File: src/rtl/cam_search_ctrl.sv
// cam_search_ctrl
//   CAM storage and search stage feeding the CAM output multiplexer.
//   Holds ENTRIES tag/data/valid entries with write, single-entry invalidate
//   and global flush. Searches use a valid/ready handshake with a 1-cycle
//   registered result (hit flag + lowest matching index).
//
// Optional feature: define CAM_MULTI_HIT_EN to add multi_hit_o, which flags
//   two or more valid matches for the accepted tag.
//
// Ports:
//   clk_i, rst_ni            clock, async active-low reset
//   we_i, write_index_i,
//   write_tag_i, write_data_i  entry write
//   inval_i, inval_index_i   single-entry invalidate (tag/data retained)
//   flush_i                  clear all valid bits
//   search_valid_i, search_tag_i, search_ready_o   search request
//   result_valid_o, result_ready_i                 result handshake
//   hit_o, read_address_o    registered result
//   data_array_o             flattened payloads, entry i at [i*DATA_W +: DATA_W]
//   multi_hit_o              (CAM_MULTI_HIT_EN only) registered multi-match flag
//
// Output state machine:
//   state | meaning
//   EMPTY | no result held, result_valid_o=0
//   FULL  | result held until consumed, result_valid_o=1

module cam_search_ctrl #(
    parameter int ENTRIES = 32,
    parameter int TAG_W   = 32,
    parameter int DATA_W  = 32,
    parameter int IDX_W   = 5
) (
    input  logic                      clk_i,
    input  logic                      rst_ni,
    input  logic                      we_i,
    input  logic [IDX_W-1:0]          write_index_i,
    input  logic [TAG_W-1:0]          write_tag_i,
    input  logic [DATA_W-1:0]         write_data_i,
    input  logic                      inval_i,
    input  logic [IDX_W-1:0]          inval_index_i,
    input  logic                      flush_i,
    input  logic                      search_valid_i,
    input  logic [TAG_W-1:0]          search_tag_i,
    output logic                      search_ready_o,
    output logic                      result_valid_o,
    input  logic                      result_ready_i,
    output logic                      hit_o,
    output logic [IDX_W-1:0]          read_address_o,
    output logic [ENTRIES*DATA_W-1:0] data_array_o
`ifdef CAM_MULTI_HIT_EN
    ,
    output logic                      multi_hit_o
`endif
);

    typedef enum logic {EMPTY = 1'b0, FULL = 1'b1} state_t;

    state_t state_q, state_d;

    logic [TAG_W-1:0]   tag_q  [ENTRIES];
    logic [DATA_W-1:0]  data_q [ENTRIES];
    logic [ENTRIES-1:0] valid_q;

    logic [ENTRIES-1:0] match;
    logic [IDX_W-1:0]   match_idx;
    logic               any_match;
    logic               accept;

    // Storage. The strobe is tested before the index so an X index with its
    // strobe low cannot disturb any entry. A write wins over flush/invalidate.
    always_ff @(posedge clk_i or negedge rst_ni) begin
        if (!rst_ni) begin
            valid_q <= '0;
            for (int i = 0; i < ENTRIES; i++) begin
                tag_q[i]  <= '0;
                data_q[i] <= '0;
            end
        end else begin
            for (int i = 0; i < ENTRIES; i++) begin
                if (we_i && (write_index_i == IDX_W'(i))) begin
                    valid_q[i] <= 1'b1;
                    tag_q[i]   <= write_tag_i;
                    data_q[i]  <= write_data_i;
                end else if (flush_i) begin
                    valid_q[i] <= 1'b0;
                end else if (inval_i && (inval_index_i == IDX_W'(i))) begin
                    valid_q[i] <= 1'b0;
                end
            end
        end
    end

    for (genvar g = 0; g < ENTRIES; g++) begin : g_data_out
        assign data_array_o[g*DATA_W +: DATA_W] = data_q[g];
    end

    // Compare against registered contents, so same-cycle updates are not seen.
    always_comb begin
        match = '0;
        for (int i = 0; i < ENTRIES; i++) begin
            match[i] = valid_q[i] && (tag_q[i] == search_tag_i);
        end
    end

    // Descending scan so the lowest matching index is the one left standing.
    always_comb begin
        match_idx = '0;
        for (int i = ENTRIES - 1; i >= 0; i--) begin
            if (match[i]) begin
                match_idx = IDX_W'(i);
            end
        end
    end

    assign any_match = |match;

    assign result_valid_o = (state_q == FULL);
    assign search_ready_o = !result_valid_o || result_ready_i;
    assign accept         = search_valid_i && search_ready_o;

    always_ff @(posedge clk_i or negedge rst_ni) begin
        if (!rst_ni) begin
            state_q <= EMPTY;
        end else begin
            state_q <= state_d;
        end
    end

    always_comb begin
        state_d = state_q;
        case (state_q)
            EMPTY: begin
                if (accept) begin
                    state_d = FULL;
                end
            end
            FULL: begin
                if (accept) begin
                    state_d = FULL;
                end else if (result_ready_i) begin
                    state_d = EMPTY;
                end
            end
            default: state_d = EMPTY;
        endcase
    end

    // Result only loads on an accepted search, so a held result never
    // reflects later storage changes.
    always_ff @(posedge clk_i or negedge rst_ni) begin
        if (!rst_ni) begin
            hit_o          <= 1'b0;
            read_address_o <= '0;
        end else if (accept) begin
            hit_o          <= any_match;
            read_address_o <= match_idx;
        end
    end

`ifdef CAM_MULTI_HIT_EN
    // Clearing the lowest set bit leaves something only if two or more matched.
    always_ff @(posedge clk_i or negedge rst_ni) begin
        if (!rst_ni) begin
            multi_hit_o <= 1'b0;
        end else if (accept) begin
            multi_hit_o <= |(match & (match - ENTRIES'(1)));
        end
    end
`endif

endmodule

File: config.mk
export PLATFORM = sky130hd
export DESIGN_NAME = cam_search_ctrl
export DESIGN_NICKNAME = d
export VERILOG_FILES = /design/src/rtl/cam_search_ctrl.sv
export SDC_FILE = /design/constraint.sdc
export NUM_CORES = 2
export LEC_CHECK = 0
export ABC_AREA = 0
export BUFFER_PORTS_ARGS = -buffer_cell sky130_fd_sc_hd__buf_4
export CORE_ASPECT_RATIO = 1.25
export CORE_MARGIN = 2
export CORE_UTILIZATION = 25
export CTS_CLUSTER_SIZE = 20
export DETAILED_ROUTE_END_ITERATION = 7
export SLEW_MARGIN = 20
export SYNTH_ARGS = -nofsm -noshare
export SYNTH_HDL_FRONTEND = slang
export SYNTH_SLANG_ARGS = --single-unit
File: constraint.sdc
create_clock -name clk_i -period 5.9 [get_ports clk_i]
set_input_delay 1.18 -clock clk_i [delete_from_list [all_inputs] [get_ports clk_i]]
set_output_delay 1.18 -clock clk_i [all_outputs]
set_load 0.05 [all_outputs]
* Yosys cells after proc, flatten, opt, wreduce, memory -nomap -nowiden
Index checks and enable logic that the tools add are counted.
** Storage, ports and cells
- Memory bits (read-only) :: 0
- Input bits :: 113
- Latch bits :: 0
- Memory bits (writable) :: 0
- Memories :: 0
- Word-level logic and storage cells :: 460
- Output and inout bits :: 1032
- Flip-flop bits (word level) :: 2087
** Cells by class
- Order comparisons :: 0
- Shift-type cells :: 0
- Reduce and logical (&&, ||, !) cells :: 134
- Add/sub/neg operators :: 0
- Div/mod/pow operators :: 0
- Multipliers :: 0
- Bitwise logic cells :: 1
- Muxes and demuxes :: 132
- Equal/unequal tests :: 94
** Operators by type and width (count)
- $eq A32 B32 Y1 :: 32
- $eq A5 B5 Y1 const B :: 32
- $mux W5 :: 32
- $mux W1 :: 99
- $logic_and A1 B1 Y1 :: 97
- $reduce_bool A3 Y1 :: 32
- $eq A5 B4 Y1 const B :: 16
- $eq A5 B3 Y1 const B :: 8
- $reduce_or A32 Y1 :: 1
- $eq A5 B2 Y1 const B :: 4
- $eq A5 B1 Y1 const B :: 2
- $logic_not A5 Y1 :: 2
- $pmux W1 S2 :: 1
- $logic_not A1 Y1 :: 1
- $logic_or A1 B1 Y1 :: 1
- $not A1 Y1 :: 1

* Logic depth before layout (Yosys ltp)
- Word-level depth :: 34
- Gate-level depth with buffers :: 12
- Depth with buffers taken out :: 8

* Worst setup path after synthesis
OpenSTA, ideal clock, no wires.
- Path type :: input to register
- From :: input port search_tag_i[1]
- To :: register read_address_o[3]
- Path slack :: 2513 ps
- Cell stages on the path :: 10
- Setup time :: 121 ps
- Data required time :: 5779 ps
- Arrival :: 3266 ps
- Path buffers :: 2
- Cells stage by stage :: buf_4 > buf_4 > xor2_1 > nor4_2 > nand4_1 > or4_4 > nand4_4 > nor4_2 > a2111o_1 > a22o_1
** Between the ends
- Longest elaborated chain between the ends :: 34
- Elaborated cells between the ends (all ways) :: 96
- Classes of those cells :: eq/ne (32); mux (32); reduce/logical (32)
** Ends and longest elaborated chain
- from (decl) :: RTL line 43 : input logic [TAG_W-1:0] search_tag_i,
- $eq A32 B32 Y1 :: RTL line 101 : match[i] = valid_q[i] && (tag_q[i] == search_tag_i);
- $logic_and A1 B1 Y1 :: RTL line 101
- $mux W5 (31 in series) :: RTL line 109 : if (match[i]) begin
- $mux W5 (*) :: RTL line 109
- to (signal assigned) :: RTL line 156 : read_address_o <= match_idx;
- to (decl) :: RTL line 48 : output logic [IDX_W-1:0] read_address_o,
Every way passes the cells marked *; elsewhere a longest branch is shown, timed or not.
A chain may end at the register's enable or synchronous reset.

* Final worst setup path
- From :: input port search_tag_i[22]
- To :: register read_address_o[2]
Same word-level chain as after synthesis.

==> impl_metrics.tcl <==
set metrics [dict create \
    status "finished clean" \
    avgRoutedWirePerCell_um 29.29 \
    dr.pass1.iters 5 \
    clockRootBuffer "clkbuf_16" \
    synthFlopType "dfrtp_1" \
    crit_fanout 17 \
    ir_drop_uv 359.6 \
    yosysSeqAreaShare 0.5755 \
    met2_usage 0.3323 \
    rows 247 \
    io_buffers 1144 \
    cts_tree "done" \
    finClkSkew_ns 0.1556 \
    cp-start-kind "input port" \
    grt.busiest_layer "met2" \
    met3_usage 0.04189 \
    rsz0062_at_grt "false" \
    grt_max_degree 171 \
    cap_violations 0 \
    yosys-top-cells-count "dfrtp_1 (2,087), mux2_2 (2,045), xor2_1 (715), clkbuf_1 (400), xnor2_1 (289)" \
    fin_area_um2 112100 \
    cp_data_required_time_ns 6.77 \
    p_leak_nw 51.99 \
    synth_top_area_cell "dfrtp_1" \
    slowest_delay_ns 0.96 \
    synth-edff-count 0 \
    cts_setup_buffers 0 \
    drt_iter0_markers 4683 \
    synthCells 6375 \
    ys_ff_latch 2087 \
    critical_path.endpoint_type "flop" \
    drive_gt1_frac 0.4987 \
    critPathKind "in -> reg" \
    synth_area_leaders "dfrtp_1 (58%), mux2_2 (25%), xor2_1 (6.9%), xnor2_1 (2.8%), clkbuf_1 (1.7%)" \
    path_clk_slew_ns 0.06 \
    synth_area_um2 90740 \
    io_pins 1145 \
    cts.path.max_buffers 4 \
    synth_top_area_frac 0.5755 \
    yosysWarningCount 0 \
    hold_path.class "in -> async" \
    worstMarginPinSlew_ns 1.150 \
    grt_pass1_wl_um 499100 \
    finalWirelength_um 359600 \
    cts_buffers 221 \
    start_util 0.2510 \
    globalplace.congestion 0.8614 \
    max-slew-margin-rel 0.2303 \
    crit_arrival_ns 4.81 \
    htreeDepth 4 \
    place_area_um2 104300 \
    met1_usage 0.2203 \
    holdBufCountCts 0 \
    syn_avg_cell_area_um2 14.23 \
    period_share 0.6674 \
    antenna_found_initial 41 \
    hpwlAfterDp_um 228300 \
    synth.net_count 6488 \
    fin_crit_ns 3.937 \
    final_max_slew_viol_count 0 \
    core_area_um2 361600 \
    ctsResizeCount 0 \
    via_per_inst 4.826 \
    syn2layout_area_growth_pct 23.49 \
    clock-sinks 2087 \
    clk_latency_ns 0.95 \
    gr-total-overflow 0 \
    ant_nets 0 \
    clock.fmax_ghz 0.2540 \
    die_area_um2 367800 \
    cp_cell_sequence "buf_4, buf_4, xor2_1, nor4_1, nand4_1, nor4_1, nor2_1, a311o_1, a311o_1, o211ai_1" \
    drc 0 \
    critPathSlowestCell "nor4_1" \
    chipWidth_um 542.9 \
    grt_pass1_vias 62970 \
    chipHeight_um 677.6 \
    vias 59250 \
    synth.most_common_cell "dfrtp_1" \
    grt_usage 0.1901 \
    nNetsFinal 7450 \
    synth-async-reset-ratio 1.000 \
    fin_setup_tns_ns 0 \
    setup_viol 0 \
    finalHoldViolations 0 \
    p_per_area_nw_per_um2 419.0 \
    synthDistinctLibCells 58 \
]
==> per-stage QoR <==
| stage | utilization | power, mW | hold WS, ns | std cells | worst slack, ns |
|---|---|---|---|---|---|
| floorplan | - | 27.60 | 0.4754 | 6375 | 2.513 |
| global placement | 0.2884 | 32.26 | 0.4893 | 11840 | 0.9799 |
| detailed placement | 0.2886 | 32.51 | 0.4933 | 11840 | 1.135 |
| CTS | 0.3096 | 47.28 | 0.2120 | 12250 | 2.163 |
| global route | 0.3098 | 48.66 | 0.2459 | 12260 | 2.113 |
| finish | 0.3099 | 46.96 | 0.2609 | 12280 | 1.963 |
==> sequential cells by signal, summed over array words and instances, names as in the netlist <==
register	count
hit_o	1
tag_q	1024
read_address_o	5
result_valid_o	1
valid_q	32
data_array_o	1024
==> cells by family (layout without fill, tap and decap cells) <==
group	Yosys count	in the layout	synth area share
AO/OA/AOI/OAI	78	78	0.007073
XOR/XNOR	1004	1004	0.09690
buffers and inverters	554	1697	0.02809
flip-flops	2087	2087	0.5755
multiplexers	2045	2045	0.2538
other	0	27	0
AND/OR/NAND/NOR	607	607	0.03865
==> placed cells by master (no fill, tap or decap), types with 21 or more instances in the layout <==
cell type / netlist / final
diode_2: 0 / 27
nor3_1: 43 / 40
clkinv_2: 0 / 37
xnor2_1: 289 / 289
mux2_2: 2045 / 2045
dfrtp_1: 2087 / 2087
nand4_1: 101 / 101
bufinv_16: 0 / 21
nand3_1: 74 / 74
nand2_1: 70 / 54
clkbuf_8: 0 / 56
buf_12: 0 / 25
xor2_1: 715 / 715
buf_4: 33 / 1245
nor4_1: 187 / 187
nand2b_1: 31 / 31
clkbuf_1: 400 / 46
clkbuf_16: 0 / 223
==> path summary, 6_finish.rpt <==
path | slack, ns | cells after the start | to | startpoint
max in group asynchronous | 3.74 | 3 | data_array_o[823] | rst_ni
min reg2reg | 0.50 | 1 | data_array_o[792] | data_array_o[792]
min | 0.26 | 1 | tag_q[370] | rst_ni
max | 1.96 | 10 | read_address_o[2] | search_tag_i[22]
max reg2reg | 2.73 | 8 | read_address_o[2] | tag_q[26]
min in group clk_i | 0.50 | 1 | data_array_o[792] | data_array_o[792]
==> where the power goes <==
part,leakage (nW),internal [mW],total [mW],switching (mW)
combinational,21.5,4.70,13.4,8.74
sequential,26.7,17.1,18.8,1.77
clock,3.75,8.57,14.7,6.10
==> area by class of cell <==
cell class	count	area, um^2
Inverter	16	60.06
Antenna cell	27	67.56
Multi-Input combinational cell	3734	36210
Clock inverter	79	1077
Clock buffer	325	6524
Sequential cell	2087	52230
Tap cell	4731	5919
Fill cell	36070	249500
Timing Repair Buffer	1277	9975
==> worst max-delay path: cells and delay by family <==
| family | cells | cell delay, ns |
|---|---|---|
| AO/OA/AOI/OAI | 3 | 0.86 |
| AND/OR/NAND/NOR | 4 | 1.57 |
| buffers and inverters | 2 | 0.97 |
| XOR/XNOR | 1 | 0.12 |
==> per-layer routing <==
metal / share of wire / vias to the layer above
met4: 0.049 / 4
met1: 0.37 / 31830
met2: 0.50 / 2565
met5: 0.000075 / -
li1: - / 24090
met3: 0.073 / 755
No activity file was read; power rests on OpenSTA's default activity.
